File: src/rtl/ps2_pkg.sv
`timescale 1ns/1ps
`default_nettype none
// +----------------------------------------------------------------------+
// | ps2_pkg : shared PS/2 receive constants, state codes, frame check.    |
// | Revision: 1.0                                                         |
// +----------------------------------------------------------------------+
package ps2_pkg;

  localparam int         FRAME_LEN       = 11;
  localparam int         DATA_BITS       = FRAME_LEN - 3;
  localparam logic [7:0] MOUSE_ACK       = 8'hFA;
  localparam int         FILTER_LEN_DEF  = 8;
  localparam int         TIMEOUT_CYC_DEF = 100000;

  typedef logic [1:0] state_t;
  localparam state_t ST_IDLE   = 2'd0;
  localparam state_t ST_DATA   = 2'd1;
  localparam state_t ST_PARITY = 2'd2;
  localparam state_t ST_STOP   = 2'd3;

  // A byte is good when the stop bit is high and data plus parity carry odd ones.
  function automatic logic frame_ok(input logic [DATA_BITS-1:0] data,
                                    input logic parity, input logic stop);
    return stop & (^{data, parity});
  endfunction

endpackage
`default_nettype wire

File: src/rtl/ps2_clk_filter.sv
`timescale 1ns/1ps
`default_nettype none
// +----------------------------------------------------------------------+
// | ps2_clk_filter : 2-flop sync of PS2CLK/PS2DATA, PS2CLK glitch filter.  |
// | Revision: 1.0                                                         |
// +----------------------------------------------------------------------+
module ps2_clk_filter
  import ps2_pkg::*;
#(
  parameter int FILTER_LEN = FILTER_LEN_DEF
) (
  input  logic clk_i,
  input  logic rst_i,
  input  logic ps2clk_i,
  input  logic ps2data_i,
  output logic clk_filt_o,
  output logic fall_o,
  output logic data_o
);

  localparam int CW = (FILTER_LEN > 1) ? $clog2(FILTER_LEN) : 1;
  localparam logic [CW-1:0] CNT_LAST = CW'(FILTER_LEN - 1);

  logic [1:0]    clk_sync_q;
  logic [1:0]    data_sync_q;
  logic          filt_q;
  logic          fall_q;
  logic [CW-1:0] cnt_q;

  always_ff @(posedge clk_i or posedge rst_i) begin
    if (rst_i) begin
      clk_sync_q  <= 2'b11;
      data_sync_q <= 2'b11;
      filt_q      <= 1'b1;
      fall_q      <= 1'b0;
      cnt_q       <= '0;
    end else begin
      clk_sync_q  <= {clk_sync_q[0], ps2clk_i};
      data_sync_q <= {data_sync_q[0], ps2data_i};
      fall_q      <= 1'b0;
      if (clk_sync_q[1] == filt_q) begin
        cnt_q <= '0;
      end else if (cnt_q == CNT_LAST) begin
        // FILTER_LEN-th consecutive differing sample: accept the new level
        filt_q <= clk_sync_q[1];
        fall_q <= ~clk_sync_q[1];
        cnt_q  <= '0;
      end else begin
        cnt_q <= cnt_q + CW'(1);
      end
    end
  end

  assign clk_filt_o = filt_q;
  assign fall_o     = fall_q;
  assign data_o     = data_sync_q[1];

endmodule
`default_nettype wire

File: src/rtl/mouse_receive.sv
`timescale 1ns/1ps
`default_nettype none
// +----------------------------------------------------------------------+
// | mouse_receive : PS/2 device-to-host byte receiver with timeout.       |
// | Revision: 1.0                                                         |
// +----------------------------------------------------------------------+
module mouse_receive
  import ps2_pkg::*;
#(
  parameter int FILTER_LEN  = FILTER_LEN_DEF,
  parameter int TIMEOUT_CYC = TIMEOUT_CYC_DEF
) (
  input  logic       CLK,
  input  logic       RST,
  input  logic       PS2CLK,
  input  logic       PS2DATA,
  input  logic       rx_en,
  output logic [7:0] rx_data,
  output logic       rx_done,
  output logic       rx_err,
  output logic       rx_idle
);

  localparam int            TW      = $clog2(TIMEOUT_CYC + 1);
  localparam logic [TW-1:0] TMO_MAX = TW'(TIMEOUT_CYC);
  localparam int            BW      = $clog2(DATA_BITS);
  localparam logic [BW-1:0] BIT_LAST = BW'(DATA_BITS - 1);

  logic                 clk_filt;
  logic                 fall;
  logic                 data_s;

  state_t               state_q,  state_d;
  logic [BW-1:0]        bitcnt_q, bitcnt_d;
  logic [DATA_BITS-1:0] shift_q,  shift_d;
  logic                 parity_q, parity_d;
  logic [TW-1:0]        tmo_q,    tmo_d;
  logic [7:0]           rx_data_q, rx_data_d;
  logic                 done_q,   done_d;
  logic                 err_q,    err_d;

  ps2_clk_filter #(
    .FILTER_LEN (FILTER_LEN)
  ) u_filter (
    .clk_i      (CLK),
    .rst_i      (RST),
    .ps2clk_i   (PS2CLK),
    .ps2data_i  (PS2DATA),
    .clk_filt_o (clk_filt),
    .fall_o     (fall),
    .data_o     (data_s)
  );

  always_comb begin
    state_d   = state_q;
    bitcnt_d  = bitcnt_q;
    shift_d   = shift_q;
    parity_d  = parity_q;
    tmo_d     = tmo_q;
    rx_data_d = rx_data_q;
    done_d    = 1'b0;
    err_d     = 1'b0;

    if (!rx_en) begin
      // Host owns the bus: drop any partial frame silently.
      state_d  = ST_IDLE;
      bitcnt_d = '0;
      tmo_d    = '0;
    end else if (state_q != ST_IDLE && !fall && tmo_q == TMO_MAX) begin
      err_d    = 1'b1;
      state_d  = ST_IDLE;
      bitcnt_d = '0;
      tmo_d    = '0;
    end else begin
      if (fall || state_q == ST_IDLE) tmo_d = '0;
      else                            tmo_d = tmo_q + TW'(1);

      case (state_q)
        ST_IDLE: begin
          if (fall && !data_s) begin
            state_d  = ST_DATA;
            bitcnt_d = '0;
          end
        end
        ST_DATA: begin
          if (fall) begin
            shift_d  = {data_s, shift_q[DATA_BITS-1:1]};
            bitcnt_d = bitcnt_q + BW'(1);
            if (bitcnt_q == BIT_LAST) state_d = ST_PARITY;
          end
        end
        ST_PARITY: begin
          if (fall) begin
            parity_d = data_s;
            state_d  = ST_STOP;
          end
        end
        ST_STOP: begin
          if (fall) begin
            state_d  = ST_IDLE;
            bitcnt_d = '0;
            if (frame_ok(shift_q, parity_q, data_s)) begin
              rx_data_d = shift_q;
              done_d    = 1'b1;
            end else begin
              err_d = 1'b1;
            end
          end
        end
        default: state_d = ST_IDLE;
      endcase
    end
  end

  always_ff @(posedge CLK or posedge RST) begin
    if (RST) begin
      state_q   <= ST_IDLE;
      bitcnt_q  <= '0;
      shift_q   <= '0;
      parity_q  <= 1'b0;
      tmo_q     <= '0;
      rx_data_q <= 8'h00;
      done_q    <= 1'b0;
      err_q     <= 1'b0;
    end else begin
      state_q   <= state_d;
      bitcnt_q  <= bitcnt_d;
      shift_q   <= shift_d;
      parity_q  <= parity_d;
      tmo_q     <= tmo_d;
      rx_data_q <= rx_data_d;
      done_q    <= done_d;
      err_q     <= err_d;
    end
  end

  assign rx_data = rx_data_q;
  assign rx_done = done_q;
  assign rx_err  = err_q;
  assign rx_idle = (state_q == ST_IDLE);

  logic unused_filt;
  assign unused_filt = clk_filt;

endmodule
`default_nettype wire

File: config.mk
export PLATFORM = sky130hd
export DESIGN_NAME = mouse_receive
export DESIGN_NICKNAME = d
export VERILOG_FILES = /design/src/rtl/ps2_pkg.sv /design/src/rtl/ps2_clk_filter.sv /design/src/rtl/mouse_receive.sv
export SDC_FILE = /design/constraint.sdc
export NUM_CORES = 1
export LEC_CHECK = 0
export ABC_AREA = 0
export BUFFER_PORTS_ARGS = -buffer_cell sky130_fd_sc_hd__buf_2
export CAP_MARGIN = 0
export CORE_ASPECT_RATIO = 1.2
export CORE_UTILIZATION = 40
export DETAILED_ROUTE_END_ITERATION = 8
export SLEW_MARGIN = 20
export SYNTH_ARGS = -nofsm -noshare
export SYNTH_HDL_FRONTEND = slang
export SYNTH_SLANG_ARGS = --single-unit
File: constraint.sdc
create_clock -name CLK -period 2 [get_ports CLK]
set_input_delay 0.1 -clock CLK [delete_from_list [all_inputs] [get_ports CLK]]
set_output_delay 0.1 -clock CLK [all_outputs]
set_load 0.005 [all_outputs]
==> impl_metrics.tcl, run 1 <==
set metrics [dict create \
    r2r_end "rx_data[5]" \
    r2r_cells 5 \
    fin_crit_sh 0.939 \
    vdd_drop_max_uv 354 \
    tritoncts "done" \
    nFillCells 518 \
    crit_start "shift_q[2]" \
    gp_congestion 0.724 \
    slew-limit-headroom 0.617 \
    port-buffer-count 15 \
    ys_ff_latch 50 \
    final_core_util 0.478 \
    cts_buffers 5 \
    synth-edff-count 0 \
    clockPowerShare 0.388 \
    vias_per_cell 5.19 \
    fin_skew_ns 0.00922 \
    rsz0062_at_grt "no" \
    fin_tns_setup_ns 0 \
    seq_power_share 0.562 \
    drt_iter0_drc 60 \
    worst_pin_slew_ns 0.568 \
    dr.pass1.iters 4 \
    drive_gt1_frac 0.236 \
    path_clk_slew_ns 0.10 \
    num_rows 30 \
    drc 0 \
    io_pins 16 \
    hold_viol 0 \
    fin_area_mm2 0.00269 \
    via_count 1520 \
    grt_pass1_vias 1538 \
    outcome "finished clean" \
    yosysWarnings 0 \
    p_per_area_mw_per_mm2 710 \
    leakagePower_nw 1.26 \
    cts_sinks 50 \
    dieArea_mm2 0.00614 \
    hpwl_mm 2.84 \
    end_kind "flip-flop" \
    cts_root_buffer "clkbuf_8" \
    cts_buffer_depth 2 \
    synth_ff_type "dfrtp_1" \
    overflow 0 \
    async_flop_share 1.00 \
    hold_ws_ns 0.0740 \
    r2r_slack_ns 0.12 \
    synth_nets 215 \
    syn_area_mm2 0.00233 \
    grt_start_max_net_pins 28 \
    critPathLaunchType "flip-flop" \
    drv_slew 0 \
    maxCapViolations 0 \
    final_nets 243 \
    start_util 0.414 \
    hold_class "primary input to flip-flop" \
    antenna_cells 0 \
    routed_wirelength_mm 3.91 \
    postRouteAntennaNets 0 \
    min_period_ns 1.88 \
    required_ns 2.19 \
    grt_pass1_wl_mm 7.13 \
    htree_levels 2 \
    syn_avg_cell_area_um2 11.7 \
    fp.coreArea_mm2 0.00563 \
    switchingPower_mw 0.403 \
    fmax_mhz 532 \
    placed_area_mm2 0.00253 \
    cp_max_fo 9 \
    ys_seq_area_frac 0.539 \
    synthCells 200 \
    areaGrowthSynthToFinish_pct 15.5 \
    p_int_mw 1.51 \
    p_sw_frac 0.210 \
    p_comb_frac 0.050 \
    grt.total_usage 0.148 \
    wl_per_cell_um 13.4 \
    crit_end "rx_data[5]" \
    place_inst 281 \
    antenna_found_initial 0 \
    crit_type "flip-flop to flip-flop" \
    setup_viol 0 \
    synth_cell_types 40 \
    die_x_um 71.7 \
    worstPathArrival_ns 2.06 \
    reg2reg_from "shift_q[2]" \
    die_h_um 85.6 \
    layout.cells.non_filler 293 \
    clk_latency_ns 0.30 \
]
worst max-delay path: stages (launching register included):
cell and delay [ns]:
dfrtp_1 0.42, xor2_1 0.17, xnor3_2 0.44, mux2i_4 0.26, buf_12 0.15, mux2_2 0.33
cells in the mapped netlist, drive strengths merged, types with 3 or more instances:
cell	number	area [um2]
xor2	11	96.3
xnor2	5	43.8
dfrtp	45	1130
or3	3	18.8
mux2	16	180
nand2	11	41.3
a21oi	7	35.0
ha	10	125
nor2	19	71.3
o21ai	8	40.0
inv	8	30.0
dfstp	5	131
nand3	7	35.0
nand4	13	81.3
layer usage:
metal,vias to the layer above,global-route usage,part of all wire
met1,734,0.185,0.45
li1,756,-,-
met4,0,0.0481,0.015
met2,24,0.252,0.51
met5,-,0,0
met3,6,0.0329,0.024
repair_timing:
item / 4_1_cts / 5_1_grt
hold endpoints to repair: 20 / 0
hold buffers: 3 / 0
resized for setup: 0 / 0
setup buffers: 0 / 1
endpoints found under the setup margin: 0 / 6
per-stage QoR:
| step | power (mW) | setup WS (ns) |
|---|---|---|
| floorplan | 1.16 | 0.192 |
| global placement | 1.19 | 0.0893 |
| detailed placement | 1.19 | 0.0624 |
| CTS | 1.93 | 0.0483 |
| global route | 1.99 | 0.0413 |
| finish | 1.91 | 0.122 |
cells by family after synthesis:
kind of cell,Yosys count,synth area share
AO/OA/AOI/OAI,22,0.0574
XOR/XNOR,18,0.0799
adder cells (fa/ha/maj),10,0.0536
buffers and inverters,12,0.0204
flip-flops,50,0.539
multiplexers,18,0.0912
AND/OR/NAND/NOR,70,0.158
final cells by class:
cell class | count | area, um2 | share of cell area
Clock inverter | 1 | 30.0 | 0.0111
Multi-Input combinational cell | 138 | 1030 | 0.381
Timing Repair Buffer | 25 | 183 | 0.0678
Sequential cell | 50 | 1260 | 0.467
Inverter | 8 | 30.0 | 0.0111
Clock buffer | 7 | 86.3 | 0.0320
Tap cell | 64 | 80.1 | 0.0297
power groups by stage:
| stage | Combinational (mW) | Sequential, mW | Clock [mW] |
|---|---|---|---|
| 4_1_cts | 0.0997 | 1.08 | 0.757 |
| 6_report | 0.0965 | 1.07 | 0.742 |
| 5_1_grt | 0.114 | 1.08 | 0.799 |
| 3_5_place_dp | 0.0953 | 1.10 | 0 |
| 2_1_floorplan | 0.0692 | 1.09 | 0 |
| 3_3_place_gp | 0.0954 | 1.09 | 0 |
worst min path at each step:
stage                       from                endpoint  slack [ns]  depth (start not counted)
after floorplan           PS2CLK  u_filter.clk_sync_q[0]        0.10                          0
after global placement       RST               tmo_q[13]        0.16                          2
after detailed placement     RST               tmo_q[13]        0.17                          2
after CTS                  rx_en                  rx_err        0.07                          2
after global routing       rx_en                  rx_err        0.07                          2
final                      rx_en                  rx_err        0.07                          2
state kept, by name, indices dropped and copies added, names as in the netlist:
signal / count
parity_q: 1
bitcnt_q: 3
u_filter.fall_o: 1
u_filter.data_sync_q: 2
u_filter.cnt_q: 3
u_filter.clk_filt_o: 1
rx_data: 8
rx_done: 1
tmo_q: 17
u_filter.clk_sync_q: 2
rx_err: 1
state_q: 2
shift_q: 8
cells in the final DEF, fill, tap and decap left out, drive strengths merged, types with 2 or more instances in the layout:
master        n
and3          2
dfrtp        45
nand4        13
clkbuf        7
and2          2
mux2i         2
ha           10
dfstp         5
xnor2         5
mux2         16
a21oi         7
dlygate4sd3   3
nand3         7
nor2         19
o21ai         8
xnor3         2
or4           2
nor2b         2
buf          22
inv           8
xor2         11
nand2        11
or3           3
No activity file was read; power rests on OpenSTA's default activity.
==> inputs of run 2 (changes only) <==
--- a/config.mk
+++ b/config.mk
@@ -5,7 +5,6 @@
 export SDC_FILE = /design/constraint.sdc
 export NUM_CORES = 1
 export LEC_CHECK = 0
-export ABC_AREA = 0
 export BUFFER_PORTS_ARGS = -buffer_cell sky130_fd_sc_hd__buf_2
 export CAP_MARGIN = 0
 export CORE_ASPECT_RATIO = 1.2
==> constraint.sdc (replaced) <==
create_clock -name CLK -period 1.9 [get_ports CLK]
set_input_delay 0.095 -clock CLK [delete_from_list [all_inputs] [get_ports CLK]]
set_output_delay 0.095 -clock CLK [all_outputs]
set_load 0.005 [all_outputs]
==> run 2 against run 1 <==
  * Combinational power grew 11%
  * Via count increased by 5.8%
  * Power up 3.4%
  * Non-clock buffer count up 11
  * Flip-flop and latch count unchanged
  * Cell area is 3.5% higher
==> impl_metrics.tcl, run 2 (synthesis gave the netlist of run 1 again) <==
set metrics [dict create \
    worstPathArrival_ns 2.04 \
    postRouteAntennaNets 0 \
    start_util 0.414 \
    antenna_found_initial 0 \
    hold_viol 0 \
    drt_iter0_drc 58 \
    grt.total_usage 0.150 \
    layout.cells.non_filler 304 \
    io_pins 16 \
    cts_sinks 50 \
    cts_buffer_depth 2 \
    largest_register_ffs 17 \
    p_per_area_mw_per_mm2 709 \
    setup_viol 0 \
    clockPowerShare 0.374 \
    grt_pass1_vias 1684 \
    layout_common_cells "dfrtp_1, nor2_1, buf_2" \
    htree_levels 2 \
    place_inst 291 \
    routed_wirelength_mm 4.05 \
    hpwl_mm 2.86 \
    seq_power_share 0.572 \
    fp.coreArea_mm2 0.00563 \
    busiest_layer "met2" \
    die_x_um 71.7 \
    p_int_mw 1.56 \
    p_comb_frac 0.054 \
    rsz0062_at_grt "yes" \
    switchingPower_mw 0.423 \
    dieArea_mm2 0.00614 \
    hold_class "primary input to flip-flop" \
    crit_type "flip-flop to flip-flop" \
    areaGrowthSynthToFinish_pct 19.6 \
    vdd_drop_max_uv 382 \
    num_rows 30 \
    slew-limit-headroom 0.728 \
    outcome "finished clean" \
    final_nets 254 \
    fin_skew_ns 0.00408 \
    drive_gt1_frac 0.288 \
    cp_max_fo 9 \
    gp_congestion 0.722 \
    grt_pass1_wl_mm 7.31 \
    port-buffer-count 15 \
    fmax_mhz 541 \
    worst_pin_slew_ns 0.407 \
    cts_buffers 5 \
    min_period_ns 1.85 \
    grt_use_met3 0.0388 \
    clk_latency_ns 0.30 \
    cts_root_buffer "clkbuf_8" \
    drv_slew 0 \
    path_clk_slew_ns 0.09 \
    leakagePower_nw 1.31 \
    fin_crit_sh 0.972 \
    wl_per_cell_um 13.3 \
    final_common_cell "dfrtp_1" \
    critPathLaunchType "flip-flop" \
    p_sw_frac 0.214 \
    antenna_cells 0 \
    end_kind "flip-flop" \
    grtUsageMet2 0.257 \
    tritoncts "done" \
    dr.pass1.iters 4 \
    drc 0 \
    maxCapViolations 0 \
    grt_start_max_net_pins 51 \
    via_count 1608 \
    regMostFlops "tmo_q" \
    required_ns 2.09 \
    hold_ws_ns 0.0856 \
    vias_per_cell 5.29 \
    overflow 0 \
    die_h_um 85.6 \
    use_met1 0.181 \
]
==> run 2: cell types whose count changed in the layout (fill, tap and decap cells not counted), sizes merged <==
cell | previous run | this run
clkinvlp | 0 | 1
buf | 22 | 33
clkbuf | 7 | 6
==> run 2: area by class of cell <==
| class | instances | area (um2) |
|---|---|---|
| clock buffer | 6 | 72.6 |
| clock inverter | 2 | 37.5 |
| fill | 508 | 2840 |
| inverter | 8 | 30.0 |
| multi-input combinational | 138 | 1050 |
| sequential | 50 | 1260 |
| tap | 64 | 80.1 |
| timing repair buffer | 36 | 263 |
==> run 2: worst max-delay path, stage by stage (launching register included) <==
cell and delay [ns]:
dfrtp_1 0.40, xor2_1 0.17, xnor3_2 0.44, mux2i_4 0.26, buf_12 0.15, mux2_2 0.33
==> run 2: per-stage QoR <==
stage | TNS [ns] | total power, mW | util | area, um2 | worst slack (ns)
final | 0 | 1.98 | 0.495 | 2790 | 0.0532
after global routing | -0.000647 | 2.07 | 0.495 | 2790 | -0.000647
after CTS | 0 | 2.01 | 0.489 | 2760 | 0.0411
after detailed placement | 0 | 1.26 | 0.464 | 2620 | 0.0609
after global placement | 0 | 1.25 | 0.464 | 2620 | 0.0896
after floorplan | 0 | 1.22 | - | 2330 | 0.0917
==> run 2: repair_timing <==
| item | in CTS | in global routing |
|---|---|---|
| endpoints found under the setup margin | 0 | 18 |
| setup buffers | 0 | 1 |
| hold endpoints to repair | 47 | 0 |
| gates resized for setup | 0 | 6 |
| hold buffers | 3 | 0 |
==> run 2: layer usage <==
layer / vias to the layer above / wire (um)
met5: - / 0
met2: 38 / 1990
li1: 781 / -
met4: 0 / 59
met3: 7 / 166
met1: 782 / 1830
==> run 2: power by group through the flow <==
stage	Sequential [mW]	Combinational (mW)	Clock, mW
finish	1.13	0.107	0.741
floorplan	1.15	0.0729	0
detailed placement	1.15	0.105	0
global route	1.14	0.122	0.806
global placement	1.15	0.101	0
CTS	1.13	0.109	0.765
==> run 2: path summary, 6_finish.rpt <==
kind,startpoint,endpoint,slack (ns),cells past startpoint
worst max-delay path,shift_q[2],rx_data[1],0.05,5
worst min-delay path,rx_en,rx_err,0.09,2
worst max register to register,shift_q[2],rx_data[1],0.05,5
worst min register to register,u_filter.clk_sync_q[0],u_filter.clk_sync_q[1],0.36,0
max in group asynchronous,RST,u_filter.data_sync_q[1],1.24,4
min in group asynchronous,RST,rx_done,0.37,4
